<file path="src/rtl/user_id_pkg.sv">
// user_id_pkg
//   Shared types and constants for the user project ID access controller.
//   Contents:
//     state_t    - sequencing FSM states (RESET, SETTLE, CAPTURE, READY)
//     ID_W       - width of the ID / mask revision word
//     SEL_W      - width of a byte-select field
//     SER_CNT_W  - width of the serial shift bit counter
//     id_byte()  - extracts one byte of the ID word by byte index
package user_id_pkg;

    localparam int ID_W      = 32;
    localparam int SEL_W     = 2;
    localparam int SER_CNT_W = 5;

    typedef enum logic [1:0] {
        ST_RESET   = 2'd0,
        ST_SETTLE  = 2'd1,
        ST_CAPTURE = 2'd2,
        ST_READY   = 2'd3
    } state_t;

    // Byte 0 is bits 7:0, byte 3 is bits 31:24.
    function automatic logic [7:0] id_byte(input logic [ID_W-1:0] w,
                                           input logic [SEL_W-1:0] sel);
        logic [7:0] b;
        case (sel)
            2'd0:    b = w[7:0];
            2'd1:    b = w[15:8];
            2'd2:    b = w[23:16];
            default: b = w[31:24];
        endcase
        return b;
    endfunction

endpackage

</file>
<file path="src/rtl/user_id_rr_arb.sv">
// user_id_rr_arb
//   Two-way round-robin arbiter. At most one grant per cycle; grants are
//   combinational from the requests. When both request, the requester that
//   was not granted most recently wins. After reset requester 0 (A) is
//   favoured.
//   Ports:
//     i_clk    - clock, rising edge
//     i_rst_n  - asynchronous active-low reset
//     i_en     - grants allowed this cycle
//     i_req    - [0] = requester A, [1] = requester B
//     o_gnt    - one-hot (or zero) grant, same bit order as i_req
module user_id_rr_arb (
    input  logic       i_clk,
    input  logic       i_rst_n,
    input  logic       i_en,
    input  logic [1:0] i_req,
    output logic [1:0] o_gnt
);

    // 1 when B should win the next contention (A was granted last).
    logic r_prio_b;

    always_comb begin
        o_gnt = 2'b00;
        if (i_en) begin
            if (i_req[0] && (!i_req[1] || !r_prio_b)) begin
                o_gnt = 2'b01;
            end else if (i_req[1]) begin
                o_gnt = 2'b10;
            end
        end
    end

    // Pointer moves on every grant, including uncontended ones, so the
    // "most recently granted" history is always accurate.
    always_ff @(posedge i_clk or negedge i_rst_n) begin
        if (!i_rst_n) begin
            r_prio_b <= 1'b0;
        end else if (o_gnt[0]) begin
            r_prio_b <= 1'b1;
        end else if (o_gnt[1]) begin
            r_prio_b <= 1'b0;
        end
    end

endmodule

</file>
<file path="src/rtl/user_id_access_ctrl.sv">
// user_id_access_ctrl
//   Captures the user project ID / mask revision word from the tie-cell
//   array after a settle interval and serves byte reads to two requesters
//   through a round-robin arbiter. An optional serial shifter streams the
//   captured word out MSB first.
//   Optional feature macro: USER_ID_SERIAL_EN (serial shifter present when
//   defined; otherwise ser_out_o / ser_busy_o are tied 0 and ser_start_i is
//   ignored).
//   Ports:
//     wb_clk_i      - clock, rising edge
//     wb_rstn_i     - asynchronous active-low reset
//     mask_rev_i    - raw 32-bit ID word (static)
//     recapture_i   - pulse: re-run settle and capture
//     ready_o       - shadow register valid
//     id_o          - shadow register
//     a_req_i/a_sel_i, b_req_i/b_sel_i - read requests and byte selects
//     a_gnt_o/b_gnt_o                  - combinational grants
//     a_valid_o/b_valid_o              - read data valid (cycle after grant)
//     a_rdata_o/b_rdata_o              - read data byte, held until next valid
//     ser_start_i   - start serial shift-out
//     ser_out_o     - serial data, MSB first
//     ser_busy_o    - shift in progress
module user_id_access_ctrl
    import user_id_pkg::*;
#(
    parameter int SETTLE_CYCLES = 4
) (
    input  logic             wb_clk_i,
    input  logic             wb_rstn_i,
    input  logic [ID_W-1:0]  mask_rev_i,
    input  logic             recapture_i,
    output logic             ready_o,
    output logic [ID_W-1:0]  id_o,
    input  logic             a_req_i,
    input  logic [SEL_W-1:0] a_sel_i,
    output logic             a_gnt_o,
    output logic             a_valid_o,
    output logic [7:0]       a_rdata_o,
    input  logic             b_req_i,
    input  logic [SEL_W-1:0] b_sel_i,
    output logic             b_gnt_o,
    output logic             b_valid_o,
    output logic [7:0]       b_rdata_o,
    input  logic             ser_start_i,
    output logic             ser_out_o,
    output logic             ser_busy_o
);

    localparam logic [3:0] SETTLE_LAST = 4'(SETTLE_CYCLES - 1);

    state_t          r_state;
    logic [3:0]      r_settle_cnt;
    logic            r_ready;
    logic [ID_W-1:0] r_id;

    logic            r_a_valid;
    logic [7:0]      r_a_rdata;
    logic            r_b_valid;
    logic [7:0]      r_b_rdata;

    logic [1:0]      w_gnt;
    logic            w_ser_busy;
    logic            w_recap_pend;
    logic            w_recap_take;

    // A recapture (fresh or deferred) is only acted on in READY and never
    // while a shift is in flight.
    assign w_recap_take = (r_state == ST_READY) && (recapture_i || w_recap_pend) && !w_ser_busy;

    // ------------------------------------------------------------------
    // Sequencing FSM: RESET -> SETTLE -> CAPTURE -> READY
    // ------------------------------------------------------------------
    always_ff @(posedge wb_clk_i or negedge wb_rstn_i) begin
        if (!wb_rstn_i) begin
            r_state      <= ST_RESET;
            r_settle_cnt <= 4'd0;
            r_ready      <= 1'b0;
            r_id         <= '0;
        end else begin
            case (r_state)
                ST_RESET: begin
                    r_state      <= ST_SETTLE;
                    r_settle_cnt <= 4'd0;
                end
                ST_SETTLE: begin
                    if (r_settle_cnt == SETTLE_LAST) begin
                        r_state <= ST_CAPTURE;
                    end else begin
                        r_settle_cnt <= r_settle_cnt + 4'd1;
                    end
                end
                ST_CAPTURE: begin
                    r_id    <= mask_rev_i;
                    r_ready <= 1'b1;
                    r_state <= ST_READY;
                end
                ST_READY: begin
                    if (w_recap_take) begin
                        r_state      <= ST_SETTLE;
                        r_settle_cnt <= 4'd0;
                        r_ready      <= 1'b0;
                    end
                end
                default: begin
                    r_state <= ST_RESET;
                    r_ready <= 1'b0;
                end
            endcase
        end
    end

    assign ready_o = r_ready;
    assign id_o    = r_id;

    // ------------------------------------------------------------------
    // Arbitration and read data
    // ------------------------------------------------------------------
    user_id_rr_arb u_arb (
        .i_clk   (wb_clk_i),
        .i_rst_n (wb_rstn_i),
        .i_en    (r_ready),
        .i_req   ({b_req_i, a_req_i}),
        .o_gnt   (w_gnt)
    );

    assign a_gnt_o = w_gnt[0];
    assign b_gnt_o = w_gnt[1];

    // Data is taken from the shadow as it stands during the grant cycle, so
    // a simultaneous recapture still returns the pre-recapture value.
    always_ff @(posedge wb_clk_i or negedge wb_rstn_i) begin
        if (!wb_rstn_i) begin
            r_a_valid <= 1'b0;
            r_a_rdata <= 8'd0;
            r_b_valid <= 1'b0;
            r_b_rdata <= 8'd0;
        end else begin
            r_a_valid <= w_gnt[0];
            r_b_valid <= w_gnt[1];
            if (w_gnt[0]) begin
                r_a_rdata <= id_byte(r_id, a_sel_i);
            end
            if (w_gnt[1]) begin
                r_b_rdata <= id_byte(r_id, b_sel_i);
            end
        end
    end

    assign a_valid_o = r_a_valid;
    assign a_rdata_o = r_a_rdata;
    assign b_valid_o = r_b_valid;
    assign b_rdata_o = r_b_rdata;

    // ------------------------------------------------------------------
    // Serial shifter
    // ------------------------------------------------------------------
`ifdef USER_ID_SERIAL_EN
    logic                 r_ser_busy;
    logic [SER_CNT_W-1:0] r_ser_cnt;
    logic [ID_W-1:0]      r_ser_shreg;
    logic                 r_recap_pend;
    logic                 w_ser_start;

    assign w_ser_start = ser_start_i && (r_state == ST_READY) && !r_ser_busy;

    // The shift register holds a private copy of the ID so byte reads and
    // the shadow itself are independent of the shift.
    always_ff @(posedge wb_clk_i or negedge wb_rstn_i) begin
        if (!wb_rstn_i) begin
            r_ser_busy   <= 1'b0;
            r_ser_cnt    <= '0;
            r_ser_shreg  <= '0;
            r_recap_pend <= 1'b0;
        end else begin
            if (w_ser_start) begin
                r_ser_shreg <= r_id;
                r_ser_cnt   <= '0;
                r_ser_busy  <= 1'b1;
            end else if (r_ser_busy) begin
                r_ser_shreg <= {r_ser_shreg[ID_W-2:0], 1'b0};
                r_ser_cnt   <= r_ser_cnt + 5'd1;
                if (r_ser_cnt == 5'd31) begin
                    r_ser_busy <= 1'b0;
                end
            end

            // Hold a recapture that arrives mid-shift until the shift ends.
            if (w_recap_take) begin
                r_recap_pend <= 1'b0;
            end else if (recapture_i && r_ser_busy) begin
                r_recap_pend <= 1'b1;
            end
        end
    end

    assign w_ser_busy   = r_ser_busy;
    assign w_recap_pend = r_recap_pend;
    assign ser_busy_o   = r_ser_busy;
    assign ser_out_o    = r_ser_busy & r_ser_shreg[ID_W-1];
`else
    logic w_unused_ser_start;

    assign w_unused_ser_start = ser_start_i;
    assign w_ser_busy         = 1'b0;
    assign w_recap_pend       = 1'b0;
    assign ser_busy_o         = 1'b0;
    assign ser_out_o          = 1'b0;
`endif

endmodule

</file>
<file path="config.mk">
export PLATFORM = sky130hd
export DESIGN_NAME = user_id_access_ctrl
export DESIGN_NICKNAME = d
export VERILOG_FILES = /design/src/rtl/user_id_pkg.sv /design/src/rtl/user_id_rr_arb.sv /design/src/rtl/user_id_access_ctrl.sv
export SDC_FILE = /design/constraint.sdc
export NUM_CORES = 1
export LEC_CHECK = 0
export ABC_AREA = 1
export CORE_MARGIN = 10
export CORE_UTILIZATION = 41
export CTS_BUF_LIST = sky130_fd_sc_hd__clkbuf_16
export DETAILED_ROUTE_END_ITERATION = 10
export PLACE_DENSITY = 0.76
export REMOVE_ABC_BUFFERS = 1
export SKIP_LAST_GASP = 1
export SYNTH_ARGS = -nofsm -noshare
export SYNTH_HDL_FRONTEND = slang
export SYNTH_SLANG_ARGS = --single-unit
export TNS_END_PERCENT = 20
</file>
<file path="constraint.sdc">
create_clock -name wb_clk_i -period 1.33 [get_ports wb_clk_i]
set_input_delay 0.266 -clock wb_clk_i [delete_from_list [all_inputs] [get_ports wb_clk_i]]
set_output_delay 0.266 -clock wb_clk_i [all_outputs]
set_load 0.02 [all_outputs]
</file>
==> impl_metrics.json, run 1 <==
{
  "status": "complete, but fails checks",
  "violations": "negative setup slack",
  "fp.dieW_um": 103,
  "netlist_instances": 310,
  "synth_compound_area_share_pct": 3.18,
  "wirelength_um": 8890,
  "clockBufferDepth": 2,
  "crit_buf_inv": 1,
  "vias": 2653,
  "clock_latency_ns": 0.32,
  "syn_area_sq_um": 2830,
  "clkTransAtPathRegs_ns": 0.05,
  "maxCapViolCount": 0,
  "ys_seq_area_share_pct": 51.3,
  "grt_max_degree": 59,
  "r2r-start": "r_state[0]",
  "vias_per_cell": 4.94,
  "synth-simple-area-share_pct": 25.3,
  "syn_area_per_cell_sq_um": 9.13,
  "critPathLaunchType": "flip-flop",
  "path_cells": "clkdlybuf4s50_1",
  "synth_top_family_by_area": "simple AND/OR/NAND/NOR gates",
  "synth-edff-count": 0,
  "port-buffer-count": 93,
  "firstDrtPassIters": 4,
  "gr-total-overflow": 0,
  "total_power_w": 0.0117,
  "synth-main-ff-cell": "dfrtp_1",
  "antennaDiodeCount": 0,
  "skew_ns": 0.00608,
  "gp_congestion": 0.821,
  "cts_max_level": 3,
  "r2r_cells": 4,
  "synth_fa_ha_area_share_pct": 2.21,
  "ant_nets": 0,
  "core-area_sq_um": 6760,
  "synth.area.top_cells": "dfrtp_1, mux2_2, nand2_1, nand3_1, nor2_1",
  "fin_crit_sh_pct": 117,
  "rsz0062_at_grt": "true",
  "clockRootBuffer": "clkbuf_16",
  "ios": 97,
  "start_util_pct": 41.9,
  "dieArea_sq_um": 10600,
  "synth_most_common_cell": "nand2_1",
  "preCtsSetupSlack_ns": -0.604,
  "worstPathRequired_ns": 1.06,
  "critical_path.top_delay_family": "buffers and inverters",
  "fin_ws_ns": -0.223,
  "met3_length_um": 673,
  "cts_tree": "built",
  "grt_pass1_wl_um": 14300,
  "wl_met1_um": 3420,
  "row_count": 30,
  "cp-end-kind": "output port",
  "post-route-min-period_ns": 1.55,
  "antenna_found_initial": 0,
  "synth_mux_area_share_pct": 12.7,
  "p_per_area_nw_per_um2": 2580,
  "area_delta_synth_final_pct": 59.9,
  "drive_above_1_share_pct": 24.1,
  "fmax_ghz": 0.644,
  "p_leak_nw": 2.34,
  "hold_slack_ns": 0.392,
  "synth_area_leader_cell": "dfrtp_1",
  "path_class": "flip-flop to output port",
  "reg2reg_to": "id_o[8]",
  "cts_num_sinks": 58,
  "max_stage_delay_ns": 0.62,
  "nets": 499,
  "worstHoldPathCells": 4,
  "ys_top_cells_by_count": "nand2_1, dfrtp_1, nand3_1",
  "grt_pass1_vias": 2824,
  "ys_warn_count": 0,
  "yosys_register_bits": 58,
  "placed_area_sq_um": 4160,
  "hold_violations": 0,
  "utilization_pct": 67.0,
  "drt-initial-drc-count": 94,
  "die_height_um": 103,
  "drc": 0,
  "hold_path_class": "input port to flip-flop",
  "worst_path_max_delay_cell": "clkdlybuf4s50_1",
  "synth-xor-area-share_pct": 0.309,
  "drv_slew": 0,
  "vdd_drop_max_mv": 1.24,
  "cts_buffers": 9,
  "crit_path_max_fanout": 2,
  "async_flop_share_pct": 100,
  "dpl.hpwl_um": 6560,
  "met2_length_um": 4640,
  "hold_end": "u_arb.r_prio_b",
  "worstPathArrival_ns": 1.29,
  "synth_top_area_share_pct": 51.3,
  "setup_violations": 58,
  "synth_cell_type_count": 21,
  "top_layer_used": "met4",
  "rrSetupSlack_ns": -0.07,
  "grtUsageTotal_pct": 17.5,
  "fillCellCount": 522,
  "routedWlPerCell_um": 16.6,
  "hold_path_startpoint": "b_req_i",
  "fin_area_sq_um": 4530
}
worst reg2reg max path: stages (launching register included):
cell and delay, ns:
dfrtp_1 0.41, inv_1 0.07, ha_1 0.22, buf_12 0.20
mux2_2 0.38
layout make-up:
cell class | instances | area [sq um] | area share [%]
Sequential cell | 58 | 1450 | 32.1
Timing Repair Buffer | 142 | 1340 | 29.6
Inverter | 13 | 48.8 | 1.08
Clock inverter | 7 | 108 | 2.38
Multi-Input combinational cell | 228 | 1250 | 27.7
Clock buffer | 9 | 225 | 4.98
Tap cell | 80 | 100 | 2.21
what timing repair did:
action | CTS | global route
hold endpoints to repair | 58 | 0
setup endpoints to repair | 89 | 88
buffers inserted | 0 | 0
resized for setup | 31 | 22
hold buffers | 1 | 0
pin swaps | 0 | 1
layout by cell type, fill, tap and decap left out, drive strengths merged, types with 14 or more instances in the layout:
cell type / count
buf: 52
clkdlybuf4s50: 58
dfrtp: 58
dlygate4sd2: 14
dlymetal6s2s: 16
mux2: 32
nand2: 93
nand3: 36
nor2: 37
o21ai: 16
metrics by stage:
| stage | setup TNS [ns] | std cells |
|---|---|---|
| 3_5_place_dp | -6.26 | 520 |
| 6_report | -6.12 | 537 |
| 4_1_cts | -10.27 | 537 |
| 3_3_place_gp | -4.78 | 520 |
| 5_1_grt | -8.95 | 537 |
| 2_1_floorplan | -16.64 | 299 |
where the power goes:
part / total [W] / switching, W / internal (W)
Sequential: 0.00313 / 0.000507 / 0.00262
Clock: 0.00260 / 0.000790 / 0.00181
Combinational: 0.00594 / 0.00300 / 0.00294
registers in the layout, summed over array words and instances (netlist names):
name,flops
u_arb.r_prio_b,1
ready_o,1
id_o,32
a_valid_o,1
r_state,2
b_valid_o,1
b_rdata_o,8
a_rdata_o,8
r_settle_cnt,4
routing by layer:
layer  GRT usage (%)  vias up
met5               0        -
met4            6.31        0
met3            5.09       12
met2            31.3       90
met1            19.3     1260
li1                -     1291
worst max-delay path by stage:
stage,slack (ns),depth (start not counted),end,start
after floorplan,-0.51,3,id_o[0],r_state[0]
after global placement,-0.58,6,b_gnt_o,b_req_i
after detailed placement,-0.60,6,b_gnt_o,b_req_i
after CTS,-0.25,1,id_o[16],id_o[16]
after global routing,-0.26,1,id_o[10],id_o[10]
final,-0.22,1,id_o[11],id_o[11]
cells by family after synthesis:
| logic type | after synthesis |
|---|---|
| and+or+nand+nor | 170 |
| muxes | 32 |
| xor gates and xnor gates | 1 |
| other | 1 |
| DFF | 58 |
| buffers and inverters | 25 |
| AOI/OAI and AO/OA | 18 |
| adders and majority gates | 5 |
Note: power is estimated with default switching activity, not from simulation.
==> inputs of run 2 (changes only) <==
--- a/config.mk
+++ b/config.mk
@@ -6,11 +6,13 @@
 export NUM_CORES = 1
 export LEC_CHECK = 0
 export ABC_AREA = 1
+export CELL_PAD_IN_SITES_DETAIL_PLACEMENT = 1
+export CELL_PAD_IN_SITES_GLOBAL_PLACEMENT = 2
 export CORE_MARGIN = 10
-export CORE_UTILIZATION = 41
+export CORE_UTILIZATION = 24
 export CTS_BUF_LIST = sky130_fd_sc_hd__clkbuf_16
 export DETAILED_ROUTE_END_ITERATION = 10
-export PLACE_DENSITY = 0.76
+export PLACE_DENSITY_LB_ADDON = 0.1
 export REMOVE_ABC_BUFFERS = 1
 export SKIP_LAST_GASP = 1
 export SYNTH_ARGS = -nofsm -noshare
==> run 2 against run 1 <==
  * The flow still finishes with violations (negative setup slack)
  * Critical endpoint is now id_o[4]
  * Total power is 2.6% lower
  * Via count did not move
  * Largest power group unchanged
  * Highest routed layer unchanged
  * Clock skew up 0.00054 ns
==> impl_metrics.json, run 2 (synthesis gave the netlist of run 1 again) <==
{
  "core-area_sq_um": 11500,
  "drt-initial-drc-count": 122,
  "cts_buffers": 9,
  "wirelength_um": 9900,
  "skew_ns": 0.00662,
  "dpl.hpwl_um": 7590,
  "preCtsSetupSlack_ns": -0.603,
  "clkTransAtPathRegs_ns": 0.05,
  "path_class": "flip-flop to output port",
  "start_util_pct": 24.7,
  "nets": 507,
  "worstPathRequired_ns": 1.06,
  "maxCapViolCount": 0,
  "grtUsageTotal_pct": 12.6,
  "drv_slew": 0,
  "fp.dieW_um": 129,
  "max_stage_delay_ns": 0.61,
  "critPathLaunchType": "flip-flop",
  "clockBufferDepth": 2,
  "drc": 0,
  "hold_violations": 0,
  "worst_path_max_delay_cell": "clkdlybuf4s50_1",
  "post-route-min-period_ns": 1.56,
  "final_common_cell": "nand2_1",
  "cp-end-kind": "output port",
  "area_delta_synth_final_pct": 63.6,
  "ios": 97,
  "largest_reg_flops": 32,
  "path_cells": "clkdlybuf4s50_1",
  "cts_num_sinks": 58,
  "drive_above_1_share_pct": 24.6,
  "ant_nets": 0,
  "clockRootBuffer": "clkbuf_16",
  "violations": "negative setup slack",
  "fin_cells": 607,
  "grt_pass1_vias": 2938,
  "antenna_found_initial": 0,
  "setup_violations": 45,
  "fin_ws_ns": -0.229,
  "grt_max_degree": 59,
  "grt_pass1_wl_um": 16300,
  "clock_latency_ns": 0.33,
  "critical_path.top_delay_family": "buffers and inverters",
  "dp.cells": 590,
  "crit_buf_inv": 1,
  "status": "complete, but fails checks",
  "rsz0062_at_grt": "true",
  "vias": 2653,
  "p_leak_nw": 2.41,
  "antennaDiodeCount": 0,
  "vdd_drop_max_mv": 0.934,
  "routedWlPerCell_um": 16.3,
  "port-buffer-count": 93,
  "die_height_um": 129,
  "dieArea_sq_um": 16500,
  "gr-total-overflow": 0,
  "row_count": 39,
  "worstPathArrival_ns": 1.29,
  "crit_path_max_fanout": 2,
  "hold_path_class": "input port to flip-flop",
  "layout_common_cells": "nand2_1, dfrtp_1, clkdlybuf4s50_1, buf_4, nand3_1",
  "cts_max_level": 3,
  "gp_congestion": 0.756,
  "fmax_ghz": 0.641,
  "vias_per_cell": 4.37,
  "fin_crit_sh_pct": 117,
  "p_per_area_nw_per_um2": 2450,
  "firstDrtPassIters": 4,
  "cts_tree": "built"
}
[run 2: path summary, 6_finish.rpt]
| kind | depth (start not counted) | slack (ns) | to | from |
|---|---|---|---|---|
| max | 1 | -0.23 | id_o[4] | id_o[4] |
| min | 4 | 0.39 | a_valid_o | b_req_i |
| max reg2reg | 6 | -0.06 | r_settle_cnt[2] | r_state[0] |
| min reg2reg | 2 | 0.47 | a_rdata_o[0] | a_rdata_o[0] |
| max in group asynchronous | 3 | 0.56 | r_settle_cnt[2] | wb_rstn_i |
| min in group asynchronous | 3 | 0.48 | id_o[14] | wb_rstn_i |
[run 2: area by class of cell]
cell class              count  area [sq um]
flip-flops and latches     58          1450
well taps                 143           179
clock buffers               9           225
clock inverters             6          51.3
multi-input cells         228          1250
fillers                  1293          6830
inverters                  13          48.8
repair buffers            150          1430
[run 2: metrics by stage]
stage	hold WS [ns]	TNS (ns)	total power [W]	utilization, %	instance area (sq um)
after floorplan	-0.0296	-16.64	0.00598	-	2750
after global placement	0.308	-6.60	0.00942	37.5	4300
after detailed placement	0.307	-7.51	0.00956	37.5	4300
after CTS	0.379	-10.34	0.0117	40.0	4580
after global routing	0.433	-9.34	0.0123	40.4	4630
final	0.393	-4.23	0.0114	40.4	4630
[run 2: worst reg2reg max path: cells and delay by family (launching register included)]
kind	cells	cell delay (ns)
fa+ha+maj	1	0.28
buf+inv	1	0.08
simple gates	4	0.56
flops	1	0.42
[run 2: routing by layer]
layer / vias to the layer above / GRT usage [%] / part of all wire [%]
met2: 63 / 19.6 / 48
met3: 7 / 4.44 / 6.8
met4: 0 / 4.52 / 0.99
met5: - / 0 / 0
li1: 1306 / - / -
met1: 1277 / 15.8 / 44
[run 2: report_power, final]
group | internal [W] | leakage, nW | total [W] | switching [W]
combinational | 0.00305 | 1.56 | 0.00606 | 0.00301
clock | 0.00141 | 0.145 | 0.00220 | 0.000790
sequential | 0.00262 | 0.701 | 0.00311 | 0.000486
[run 2: what timing repair did]
item / in CTS / in global routing
endpoints found under the setup margin: 91 / 102
hold buffers: 1 / 0
setup buffers: 1 / 0
hold endpoints to repair: 58 / 0
pin swaps: 1 / 0
gates resized for setup: 36 / 20
